==> src/rtl/ccc_apb_cfg_master.sv <==
// ============================================================================
// Module   : ccc_apb_cfg_master
// Brief    : APB initiator that loads CCC configuration bytes from a table,
//            optionally reads them back, then qualifies PLL lock.
// Revision : 1.0
// ============================================================================
`default_nettype none

module ccc_apb_cfg_master #(
    parameter int NUM_REGS = 27,
    parameter int VERIFY   = 1,
    parameter int TIMEOUT  = 4095
) (
    input  logic       PCLK,
    input  logic       PRESET_N,
    input  logic       START,
    output logic [5:0] CFG_IDX,
    input  logic [7:0] CFG_DATA,
    output logic       PSEL,
    output logic       PENABLE,
    output logic       PWRITE,
    output logic [5:0] PADDR,
    output logic [7:0] PWDATA,
    input  logic [7:0] PRDATA,
    input  logic       CCC_BUSY,
    input  logic       LOCK,
    output logic       ACTIVE,
    output logic       DONE,
    output logic [1:0] ERR
);

    typedef enum logic [2:0] {
        S_IDLE      = 3'd0,
        S_WAIT_BUSY = 3'd1,
        S_SETUP     = 3'd2,
        S_ACCESS    = 3'd3,
        S_WAIT_LOCK = 3'd4,
        S_DONE      = 3'd5,
        S_FAIL      = 3'd6
    } state_t;

    localparam logic [5:0]  c_LAST_IDX     = 6'(NUM_REGS - 1);
    localparam logic [11:0] c_TMO_LAST     = 12'(TIMEOUT - 1);
    localparam logic [11:0] c_TMO_MAX      = 12'hFFF;
    localparam logic [4:0]  c_LOCK_LAST    = 5'd15;
    localparam logic [1:0]  c_ERR_NONE     = 2'b00;
    localparam logic [1:0]  c_ERR_MISMATCH = 2'b01;
    localparam logic [1:0]  c_ERR_LOCK     = 2'b10;
    localparam logic [1:0]  c_ERR_BUSY     = 2'b11;

    state_t      r_state;
    state_t      w_state_nxt;
    logic [5:0]  r_idx;
    logic [5:0]  w_idx_nxt;
    logic        r_phase_rd;
    logic        w_phase_rd_nxt;
    logic [1:0]  w_err_nxt;
    logic [11:0] r_tcnt;
    logic [4:0]  r_lock_cnt;
    logic [4:0]  w_lock_cnt_nxt;
    logic        r_lock_meta;
    logic        r_lock_sync;
    logic        w_active_nxt;

    assign CFG_IDX = r_idx;

    always_comb begin
        w_state_nxt    = r_state;
        w_idx_nxt      = r_idx;
        w_phase_rd_nxt = r_phase_rd;
        w_err_nxt      = ERR;
        w_lock_cnt_nxt = 5'd0;
        case (r_state)
            S_IDLE, S_DONE, S_FAIL: begin
                if (START) begin
                    w_state_nxt    = S_WAIT_BUSY;
                    w_idx_nxt      = 6'd0;
                    w_phase_rd_nxt = 1'b0;
                    w_err_nxt      = c_ERR_NONE;
                end
            end
            S_WAIT_BUSY: begin
                if (!CCC_BUSY) begin
                    w_state_nxt = S_SETUP;
                end else if (r_tcnt == c_TMO_LAST) begin
                    w_state_nxt = S_FAIL;
                    w_err_nxt   = c_ERR_BUSY;
                end
            end
            S_SETUP: w_state_nxt = S_ACCESS;
            S_ACCESS: begin
                if (r_phase_rd && (PRDATA != CFG_DATA)) begin
                    w_state_nxt = S_FAIL;
                    w_err_nxt   = c_ERR_MISMATCH;
                end else if (r_idx != c_LAST_IDX) begin
                    w_idx_nxt   = r_idx + 6'd1;
                    w_state_nxt = S_WAIT_BUSY;
                end else if (!r_phase_rd && (VERIFY != 0)) begin
                    w_idx_nxt      = 6'd0;
                    w_phase_rd_nxt = 1'b1;
                    w_state_nxt    = S_WAIT_BUSY;
                end else begin
                    w_state_nxt = S_WAIT_LOCK;
                end
            end
            S_WAIT_LOCK: begin
                // Any low synchronized sample restarts the 16-cycle qualification.
                w_lock_cnt_nxt = r_lock_sync ? (r_lock_cnt + 5'd1) : 5'd0;
                if (r_lock_sync && (r_lock_cnt == c_LOCK_LAST)) begin
                    w_state_nxt = S_DONE;
                end else if (r_tcnt == c_TMO_LAST) begin
                    w_state_nxt = S_FAIL;
                    w_err_nxt   = c_ERR_LOCK;
                end
            end
            default: w_state_nxt = S_IDLE;
        endcase
    end

    assign w_active_nxt = (w_state_nxt == S_WAIT_BUSY) || (w_state_nxt == S_SETUP) ||
                          (w_state_nxt == S_ACCESS)    || (w_state_nxt == S_WAIT_LOCK);

    always_ff @(posedge PCLK) begin
        if (!PRESET_N) begin
            r_state <= S_IDLE;
        end else begin
            r_state <= w_state_nxt;
        end
    end

    always_ff @(posedge PCLK) begin
        if (!PRESET_N) begin
            r_idx       <= 6'd0;
            r_phase_rd  <= 1'b0;
            r_tcnt      <= 12'd0;
            r_lock_cnt  <= 5'd0;
            r_lock_meta <= 1'b0;
            r_lock_sync <= 1'b0;
            PSEL        <= 1'b0;
            PENABLE     <= 1'b0;
            PWRITE      <= 1'b0;
            PADDR       <= 6'd0;
            PWDATA      <= 8'd0;
            ACTIVE      <= 1'b0;
            DONE        <= 1'b0;
            ERR         <= c_ERR_NONE;
        end else begin
            r_idx      <= w_idx_nxt;
            r_phase_rd <= w_phase_rd_nxt;
            if (w_state_nxt != r_state) begin
                r_tcnt <= 12'd0;
            end else if (((r_state == S_WAIT_BUSY) || (r_state == S_WAIT_LOCK)) &&
                         (r_tcnt != c_TMO_MAX)) begin
                r_tcnt <= r_tcnt + 12'd1;
            end
            r_lock_cnt <= (r_state == S_WAIT_LOCK) ? w_lock_cnt_nxt : 5'd0;
            // Flushed outside WAIT_LOCK so a stale lock never shortcuts qualification.
            r_lock_meta <= (r_state == S_WAIT_LOCK) ? LOCK : 1'b0;
            r_lock_sync <= (r_state == S_WAIT_LOCK) ? r_lock_meta : 1'b0;
            PSEL    <= (w_state_nxt == S_SETUP) || (w_state_nxt == S_ACCESS);
            PENABLE <= (w_state_nxt == S_ACCESS);
            if (w_state_nxt == S_SETUP) begin
                PADDR  <= r_idx;
                PWRITE <= !r_phase_rd;
                PWDATA <= r_phase_rd ? 8'd0 : CFG_DATA;
            end else if (w_state_nxt != S_ACCESS) begin
                PWRITE <= 1'b0;
                PWDATA <= 8'd0;
            end
            ACTIVE <= w_active_nxt;
            DONE   <= (w_state_nxt == S_DONE);
            ERR    <= w_err_nxt;
        end
    end

endmodule

`default_nettype wire

==> config.mk <==
export PLATFORM = sky130hd
export DESIGN_NAME = ccc_apb_cfg_master
export DESIGN_NICKNAME = d
export VERILOG_FILES = /design/src/rtl/ccc_apb_cfg_master.sv
export SDC_FILE = /design/constraint.sdc
export NUM_CORES = 1
export LEC_CHECK = 0
export ABC_CLOCK_PERIOD_IN_PS = 2150
export BUFFER_PORTS_ARGS = -buffer_cell sky130_fd_sc_hd__buf_2
export CAP_MARGIN = 5
export CORE_MARGIN = 5
export CORE_UTILIZATION = 40
export DETAILED_ROUTE_END_ITERATION = 16
export PLACE_DENSITY = 0.61
export SYNTH_ARGS = -nofsm -noshare
export SYNTH_HDL_FRONTEND = slang
export SYNTH_SLANG_ARGS = --single-unit
==> constraint.sdc <==
create_clock -name PCLK -period 2.15 [get_ports PCLK]
set_input_delay 0.215 -clock PCLK [delete_from_list [all_inputs] [get_ports PCLK]]
set_output_delay 0.215 -clock PCLK [all_outputs]
set_load 0.02 [all_outputs]
# Word level (Yosys, flattened, before mapping)
# Cells that the tools add are included.
[word_totals] reg_bits=50 input_bits=21 output_inout_bits=27 wordCells=95
[classes] addsub=3 n_eq_ne=27 mux=29 n_bitwise=1 n_reduce_logical=20
[ops] op="$mux W6" count=4
[ops] op="$mux W8" count=3
[ops] op="$mux W3" count=7
[ops] op="$ne A2 B2 Y1 const B" count=8
[ops] op="$eq A3 B3 Y1 const B" count=5
[ops] op="$pmux W3 S5" count=1
[ops] op="$add A12 B1 Y12 const B" count=1
[ops] op="$eq A12 B12 Y1 const B" count=1
[ops] op="$eq A3 B2 Y1 const B" count=4
[ops] op="$mux W2" count=6
[ops] op="$ne A12 B12 Y1 const B" count=1
[ops] op="$pmux W6 S2" count=1
[ops] op="$ne A8 B8 Y1" count=1
[ops] op="$pmux W2 S4" count=1
[ops] op="$reduce_and A4 Y1" count=2
[ops] op="$reduce_and A7 Y1" count=1
[ops] op="$add A6 B1 Y6 const B" count=1
[ops] op="$eq A3 B1 Y1 const B" count=2
[ops] op="$ne A6 B5 Y1 const B" count=1
[ops] op="$add A5 B1 Y5 const B" count=1
[ops] op="$eq A5 B4 Y1 const B" count=1
[ops] op="$logic_or A1 B1 Y1" count=5
[ops] op="$mux W1" count=5
[ops] op="$reduce_bool A2 Y1" count=2
[ops] op="13 further kinds" count=15

# Longest topological paths before layout
# Gate-level depths: netlist of run 1.
[logic_depth] word_depth=8 ltp_mapped=10 ltp_nobuf=9

# Least setup slack after synthesis of run 1
# No wires, ideal clock.
[synth_timing] path_kind="register -> register" startpoint="register r_lock_cnt[0]" endpoint="register r_tcnt[3]" setup_time_ns=0.079 arrival_time_ns=1.970 required_ns=2.071 setup_slack_ns=0.101 path_stages_with_launch=11 path_buffers=1 period_less_slack_ns=2.049 path_cell_list="dfxtp_1 > ha_1 > and3_1 > ha_1 > nand2_1 > a21oi_1 > o221ai_1 > nand2_1 > a2111o_1 > buf_2 > a211oi_2"
[synth_via] elab_chain_len=6
[synth_lines] element="start, declared" line="59" source="logic [4:0] r_lock_cnt;"
[synth_lines] element="start signal, assigned" line="156" source="r_lock_cnt <= (r_state == S_WAIT_LOCK) ? w_lock_cnt_nxt : 5'd0;"
[synth_lines] element="$eq A5 B4 Y1" line="109" source="if (r_lock_sync && (r_lock_cnt == c_LOCK_LAST)) begin"
[synth_lines] element="$logic_and A1 B1 Y1" line="109"
[synth_lines] element="$mux W3" line="109"
[synth_lines] element="$pmux W3 S5" line="73" source="case (r_state)"
[synth_lines] element="$ne A3 B3 Y1" line="150" source="if (w_state_nxt != r_state) begin"
[synth_lines] element="$reduce_or A2 Y1 (no source line)"
[synth_lines] element="end signal, assigned" line="154" source="r_tcnt <= r_tcnt + 12'd1;"
[synth_lines] element="end, declared" line="58" source="logic [11:0] r_tcnt;"
# No other way between the ends.
# A chain may end at the register's enable or synchronous reset.

# Worst setup path in the final report of run 1
[layout_timing] startpoint="register r_lock_cnt[0]" endpoint="register ACTIVE"
[layout_via] elab_chain_len=8 elab_cells_between_ends=11 cone_classes="5 x eq/ne; 2 x mux; 4 x reduce/logical"
[layout_lines] element="$eq A5 B4 Y1 *" line="109"
[layout_lines] element="$logic_and A1 B1 Y1 *" line="109"
[layout_lines] element="$mux W3 *" line="109"
[layout_lines] element="$pmux W3 S5 *" line="73"
[layout_lines] element="$eq A3 B1 Y1 or $eq A3 B2 Y1 (tied branches)" line="120" source="assign w_active_nxt = (w_state_nxt == S_WAIT_BUSY) || (w_state_nxt == S_SETUP) ||"
[layout_lines] element="$logic_or A1 B1 Y1 (2 in a row)" line="120"
[layout_lines] element="$logic_or A1 B1 Y1 *" line="121" source="(w_state_nxt == S_ACCESS) || (w_state_nxt == S_WAIT_LOCK);"
[layout_lines] element="end signal, assigned" line="170" source="ACTIVE <= w_active_nxt;"
[layout_lines] element="end, declared" line="27" source="output logic ACTIVE,"
# Every way passes the cells marked *; elsewhere a longest branch is shown, timed or not.

==> results.md, run 1 <==
- Max-slew headroom: 59.2%
- Cts bufs inserted: 5
- Register bit total from synthesis: 50
- Type of origin of the critical path: register
- Die Span Y: 88.2 um
- DRC viols: 0
- H-tree depth: 2
- Worst-Margin Slew: 607 ps
- Site Rows: 28
- Critical path's top delay family: compound AO/OA/AOI/OAI gates
- Syn_nets: 313
- Leakage: 1.31 nW
- Total power divided by cell area: 583 mW/mm^2
- Post-Route WL: 5900 um
- # diodes: 0
- Max cap viols: 0
- Number of global-route vias before repair: 2088
- WS Path Type: reg2reg
- Critical Path Slowest Stage Cell: dfxtp_1
- Clock Sinks: 50
- Routed via count: 2228
- CTS root buf: clkbuf_8
- GR Overflow Total: 0
- Initial antenna violation count: 0
- Final hold violations: 0
- First-pass GRT wire length: 9420 um
- Syn_area_per_cell: 8.54 um^2
- Post-Syn Instances: 286
- Critical path's largest stage delay: 320 ps
- Worst Hold Class: in2reg
- DP Worst Slack: -47.4 ps
- Final setup vio count: 0
- Starting Density: 41.3%
- Layout area overhead: 26.3%
- Final Skew: 4.84 ps
- Prevailing post-synth register cell: dfxtp_1
- DRT antenna net count: 0
- Die W: 88.2 um
- Worst vdd ir: 304 uV
- Pins Over Slew Limit: 0
- CP bufs+invs: 1
- Number of DRC markers in iteration 0: 104
- CP Capture Type: register
- CTS tree: yes
- Number of port buffers: 47
- Core Region: 0.00592 mm^2
- Nets: 387
- CP Max Fanout: 4
- Avg WL per Cell: 13.5 um
- Commonest cells after routing, fill and taps aside: 50 x dfxtp_1, 48 x buf_2, 35 x nand2_1
- Ys async rst share: 0%
- Min Clock Period, post-route: 2020 ps
- Die Area: 0.00777 mm^2
- Maximum number of pins on one net before global-route repair: 15
- Longest Clk Path Bufs: 2
- Status: complete, no violations
- Fmax: 496 MHz
- Synth warn: 0
- Overall Global Routing Usage: 15.3%
- Clk slew on worst S/H paths: 80 ps
- Synth unique cells: 50
- Io pins: 48
- DP HPWL: 4540 um
- Most common library cell in the layout ignoring fill and taps: dfxtp_1
- Clock Latency Late Sink: 300 ps
- CP Cell Sequence: ha_1 -> and3_1 -> ha_2 -> a21o_1 -> a21oi_1 -> o21ai_0 -> a221oi_4 -> buf_4 -> a211o_1 -> o21ai_1
- Synthesized area: 0.00244 mm^2
- Data required time of the worst path: 2340 ps
- DRT Pass-1 Iters: 4
- Register area share after synthesis: 41.0%
- Layout cells sized above 1: 28.3%
- Arrival time worst endpoint: 2210 ps
- Setup Fix Bufs, Post-CTS: 0
- Hold_buf cts: 0
- Post-synth EDFFs: 0
- Setup ws final: 133 ps
- Pwr Total: 1.80 mW
- Crit share post-route: 93.8%
- DR vias/cell: 5.11
- GP Congestion: 0.890
-- per-layer routing --
layer	wire length (um)	vias to the layer above	GRT usage, %
met5	0	-	0
met4	84	0	5.77
met3	303	7	3.67
met2	2780	43	25.9
met1	2740	1024	18.9
li1	-	1154	-
-- synth_stat cells (6+ instances only) --
cell type	count	area, um^2
a21oi_1	15	75.1
a22o_1	7	61.3
buf_2	8	40.0
dfxtp_1	50	1000
ha_1	6	75.1
inv_1	7	26.3
nand2_1	36	135
nand3_1	12	60.1
nor2_1	29	109
nor3_1	8	40.0
o21ai_0	13	65.1
xnor2_1	14	123
xor2_1	6	52.6
-- cell type report --
type | count | area [um^2]
Clock inverter | 1 | 30.0
Tap cell | 75 | 93.8
Clock buffer | 7 | 76.3
Timing Repair Buffer | 80 | 484
Fill cell | 588 | 2830
Sequential cell | 50 | 1000
Multi-Input combinational cell | 215 | 1370
Inverter | 8 | 30.0
-- worst reg2reg max path, stage by stage, from the launching register on --
cell and delay [ps]:
dfxtp_1 320, ha_1 200, and3_1 180, ha_2 190, a21o_1 160, a21oi_1 120
o21ai_0 150, a221oi_4 240, buf_4 180, a211o_1 100, o21ai_1 70
-- where the power goes --
group	switching, mW	internal, mW
logic	0.111	0.0922
clock network	0.300	0.348
registers	0.0108	0.938
total	0.422	1.38
-- timing repair --
| item | 4_1_cts | 5_1_grt |
|---|---|---|
| pin swaps | 0 | 2 |
| setup endpoints to repair | 9 | 22 |
| gates cloned | 0 | 1 |
| resized for setup | 2 | 7 |
-- cell families after synthesis --
group                    count (synthesis)  share of synthesized area (%)
XOR/XNOR                                20                           7.17
adder cells (fa/ha/maj)                  6                           3.07
AO/OA/AOI/OAI                           64                           18.8
buffers and inverters                   21                           4.10
AND/OR/NAND/NOR                        123                           25.1
multiplexers                             2                          0.819
flip-flops                              50                           41.0
-- registers in the layout (all words and copies together), names as in the netlist, 2 cells and up --
| signal | flops |
|---|---|
| PADDR | 6 |
| r_lock_cnt | 5 |
| r_tcnt | 12 |
| PWDATA | 8 |
| ERR | 2 |
| CFG_IDX | 6 |
| r_state | 3 |
-- stage by stage --
step / hold WS (ps) / std cells / cell area, um^2 / setup TNS [ps] / util [%]
after global routing: 146 / 436 / 3090 / -2.21 / 52.1
after CTS: 132 / 435 / 3050 / 0 / 51.6
after detailed placement: 418 / 427 / 2940 / -325 / 49.7
final: 147 / 436 / 3090 / 0 / 52.1
after global placement: 416 / 427 / 2940 / 0 / 49.7
after floorplan: 337 / 286 / 2440 / 0 / -
-- final timing paths --
kind / endpoint / depth (start not counted) / start / slack [ps]
max: ACTIVE / 10 / r_lock_cnt[0] / 130
min: r_lock_meta / 2 / LOCK / 150
max reg2reg: ACTIVE / 10 / r_lock_cnt[0] / 130
min reg2reg: r_lock_sync / 1 / r_lock_meta / 440
(Power assumes the default switching activity.)
==> run 2, diff against run 1 <==
Settings changed: ABC_AREA set to 1.
==> results.md, run 2 <==
- Commonest cells after routing, fill and taps aside: 77 x nand2_1, 57 x inv_1, 50 x dfxtp_1
- Count leader, synth: nand2_1
- CP Max Fanout: 12 (+8)
- Cell Count, Final, Fillers Out: 493 (+13%)
- Layout cells sized above 1: 21.4% (-6.9 points)
- Max FFs per register: 12 (unchanged)
- WS Path Type: reg2reg
- Cell taking the most area after synthesis: dfxtp_1
- CP Cell Sequence: inv_1 -> ha_1 -> nand3_1 -> nor2_1 -> nand3_1 -> nand2_1 -> a21oi_2 -> nand2_2 -> nand2_1 -> nand2_1 -> nor2_2 -> nand2_4 -> nor2_1
- Core Region: 0.00628 mm^2 (+6.0%)
- DRC viols: 0 (unchanged)
- DP Worst Slack: 208 ps (+255 ps)
- Post-CTS sizing: 0 (-2)
- Clk slew on worst S/H paths: 90 ps (about the same)
- Max cap viols: 0 (unchanged)
- Overall Global Routing Usage: 14.2% (-1.2 points)
- Setup TNS: 0 ps (unchanged)
- Number of DRC markers in iteration 0: 111 (+6.7%)
- Initial antenna violation count: 0 (unchanged)
- Type of origin of the critical path: register
- Site Rows: 29 (+3.6%)
- Die W: 90.0 um (+2.1%)
- Status: complete, no violations
- Ys async rst share: 0% (unchanged)
- Finished Core Util: 48.3% (-3.9 points)
- Synth warn: 0 (unchanged)
- H-tree depth: 2 (unchanged)
- RSZ-0062 raised after global routing: false
- Post-Route WL: 5430 um (-8.0%)
- Synth unique cells: 28 (-44%)
- DP HPWL: 4190 um (-7.7%)
- Starting Density: 40.8% (-0.47 points)
- Longest Clk Path Bufs: 2 (unchanged)
- Pins Over Slew Limit: 0 (unchanged)
- Leakage: 1.36 nW (+3.9%)
- Syn_area_per_cell: 7.04 um^2 (-18%)
- Syn_nets: 391 (+25%)
- GR Overflow Total: 0 (unchanged)
- Regs by FF count: r_tcnt (12), PWDATA (8)
- Placed Area: 0.00288 mm^2 (-2.0%)
- Maximum number of pins on one net before global-route repair: 21 (+6)
- Final hold violations: 0 (unchanged)
- Hold_buf cts: 0 (unchanged)
- Setup ws final: 268 ps (+134 ps)
- Number of global-route vias before repair: 2264 (+8.4%)
- CP Capture Type: register
- Critical path's largest stage delay: 420 ps (+100 ps)
- Cell mode on critical path: nand2_1
- CTS root buf: clkbuf_8
- # diodes: 0 (unchanged)
- Data required time of the worst path: 2390 ps (+50 ps)
- DRT antenna net count: 0 (unchanged)
- Largest Register: r_tcnt
- Most common library cell in the layout ignoring fill and taps: nand2_1
- DR vias/cell: 4.72 (-7.6%)
- CTS tree: yes
- Arrival time worst endpoint: 2120 ps (-90 ps)
- Worst vdd ir: 386 uV (+27%)
- Post-Syn Instances: 364 (+27%)
- Min Clock Period, post-route: 1880 ps (-134 ps)
- Clock Latency Late Sink: 300 ps (about the same)
- Setup Fix Bufs, Post-CTS: 0 (unchanged)
- Clock Sinks: 50 (unchanged)
- Worst Hold Class: in2reg
- Worst-Margin Slew: 420 ps (-186 ps)
- Avg WL per Cell: 11.0 um (-19%)
- Prevailing post-synth register cell: dfxtp_1
- Number of port buffers: 47 (unchanged)
- Final setup vio count: 0 (unchanged)
- Layout area overhead: 18.3%
- Die Span Y: 90.0 um (+2.1%)
- Cts bufs inserted: 5 (unchanged)
- Post-synth EDFFs: 0 (unchanged)
- Io pins: 48 (unchanged)
- Die Area: 0.00810 mm^2 (+4.3%)
- Design Area, Final: 0.00303 mm^2 (-1.8%)
- Register area share after synthesis: 39.1% (-1.9 points)
- Post-synth top area share: 39.1% (-1.9 points)
- DRT Pass-1 Iters: 4 (unchanged)
- Fmax: 531 MHz (+7.1%)
- Synthesized area: 0.00256 mm^2 (+4.8%)
- Dpl cells: 485 (+14%)
- Crit share post-route: 87.6% (-6.2 points)
- First-pass GRT wire length: 9760 um (+3.6%)
- Critical Path Slowest Stage Cell: dfxtp_1
- Nets: 442 (+14%)
- Register bit total from synthesis: 50 (unchanged)
- Most frequent cells after synthesis: 77 x nand2_1, 57 x inv_1, 50 x dfxtp_1, 46 x nor2_1
- Synth area leaders: dfxtp_1 39%, nand2_1 11%, inv_1 8.4%
- Total power divided by cell area: 715 mW/mm^2 (+23%)
- Max-slew headroom: 71.9% (+13 points)
- GP Congestion: 0.862 (-3.1%)
- Final Skew: 9.43 ps (+4.59 ps)
- Routed via count: 2327 (+4.4%)
-- run 2: routing by layer --
| layer | vias up | track usage (%) | wire, um |
|---|---|---|---|
| met2 | 32 | 25.4 | 2810 |
| met5 | - | 0 | 0 |
| li1 | 1236 | - | - |
| met1 | 1051 | 16.9 | 2400 |
| met3 | 8 | 3.59 | 149 |
| met4 | 0 | 3.23 | 65 |
-- run 2: metrics by stage --
| stage | total power, mW | hold slack (ps) |
|---|---|---|
| global placement | 1.40 | 401 |
| detailed placement | 1.41 | 405 |
| finish | 2.17 | 127 |
| CTS | 2.19 | 127 |
| global route | 2.30 | 117 |
| floorplan | 1.29 | 327 |
-- run 2: final cells by class --
cell class	instances	area (um^2)
Clock buffer	5	68.8
Clock inverter	3	68.8
Multi-Input combinational cell	247	1310
Sequential cell	50	1000
Timing Repair Buffer	50	258
Fill cell	655	3250
Inverter	61	230
Tap cell	77	96.3
-- run 2: power breakdown --
part | switching [mW] | internal (mW) | leakage [nW]
Combinational | 0.259 | 0.128 | 0.891
Clock | 0.315 | 0.466 | 0.0683
Sequential | 0.0305 | 0.968 | 0.405
-- run 2: cells by family (layout without fill, tap and decap cells) --
logic type                 Yosys count  after routing  share of synthesized area, %
xor gates and xnor gates            16             16                          5.47
and+or+nand+nor                    178            178                          31.2
buffers and inverters               67            119                          10.2
adders and majority gates            6              6                          2.93
AOI/OAI and AO/OA                   47             47                          11.1
DFF                                 50             50                          39.1
-- run 2: worst max-delay path: cells and delay by family (launching register included) --
kind,cells,cell delay [ps]
AOI/OAI and AO/OA,1,140
adders and majority gates,1,200
buffers and inverters,1,100
DFF,1,420
and+or+nand+nor,10,950
-- run 2: path summary, 6_finish.rpt --
path / cells after the start / slack (ps) / startpoint / end
setup / recovery: 13 / 270 / CFG_IDX[0] / r_tcnt[1]
hold / removal: 3 / 130 / LOCK / r_lock_meta
setup reg to reg: 13 / 270 / CFG_IDX[0] / r_tcnt[1]
hold reg to reg: 2 / 410 / r_lock_meta / r_lock_sync
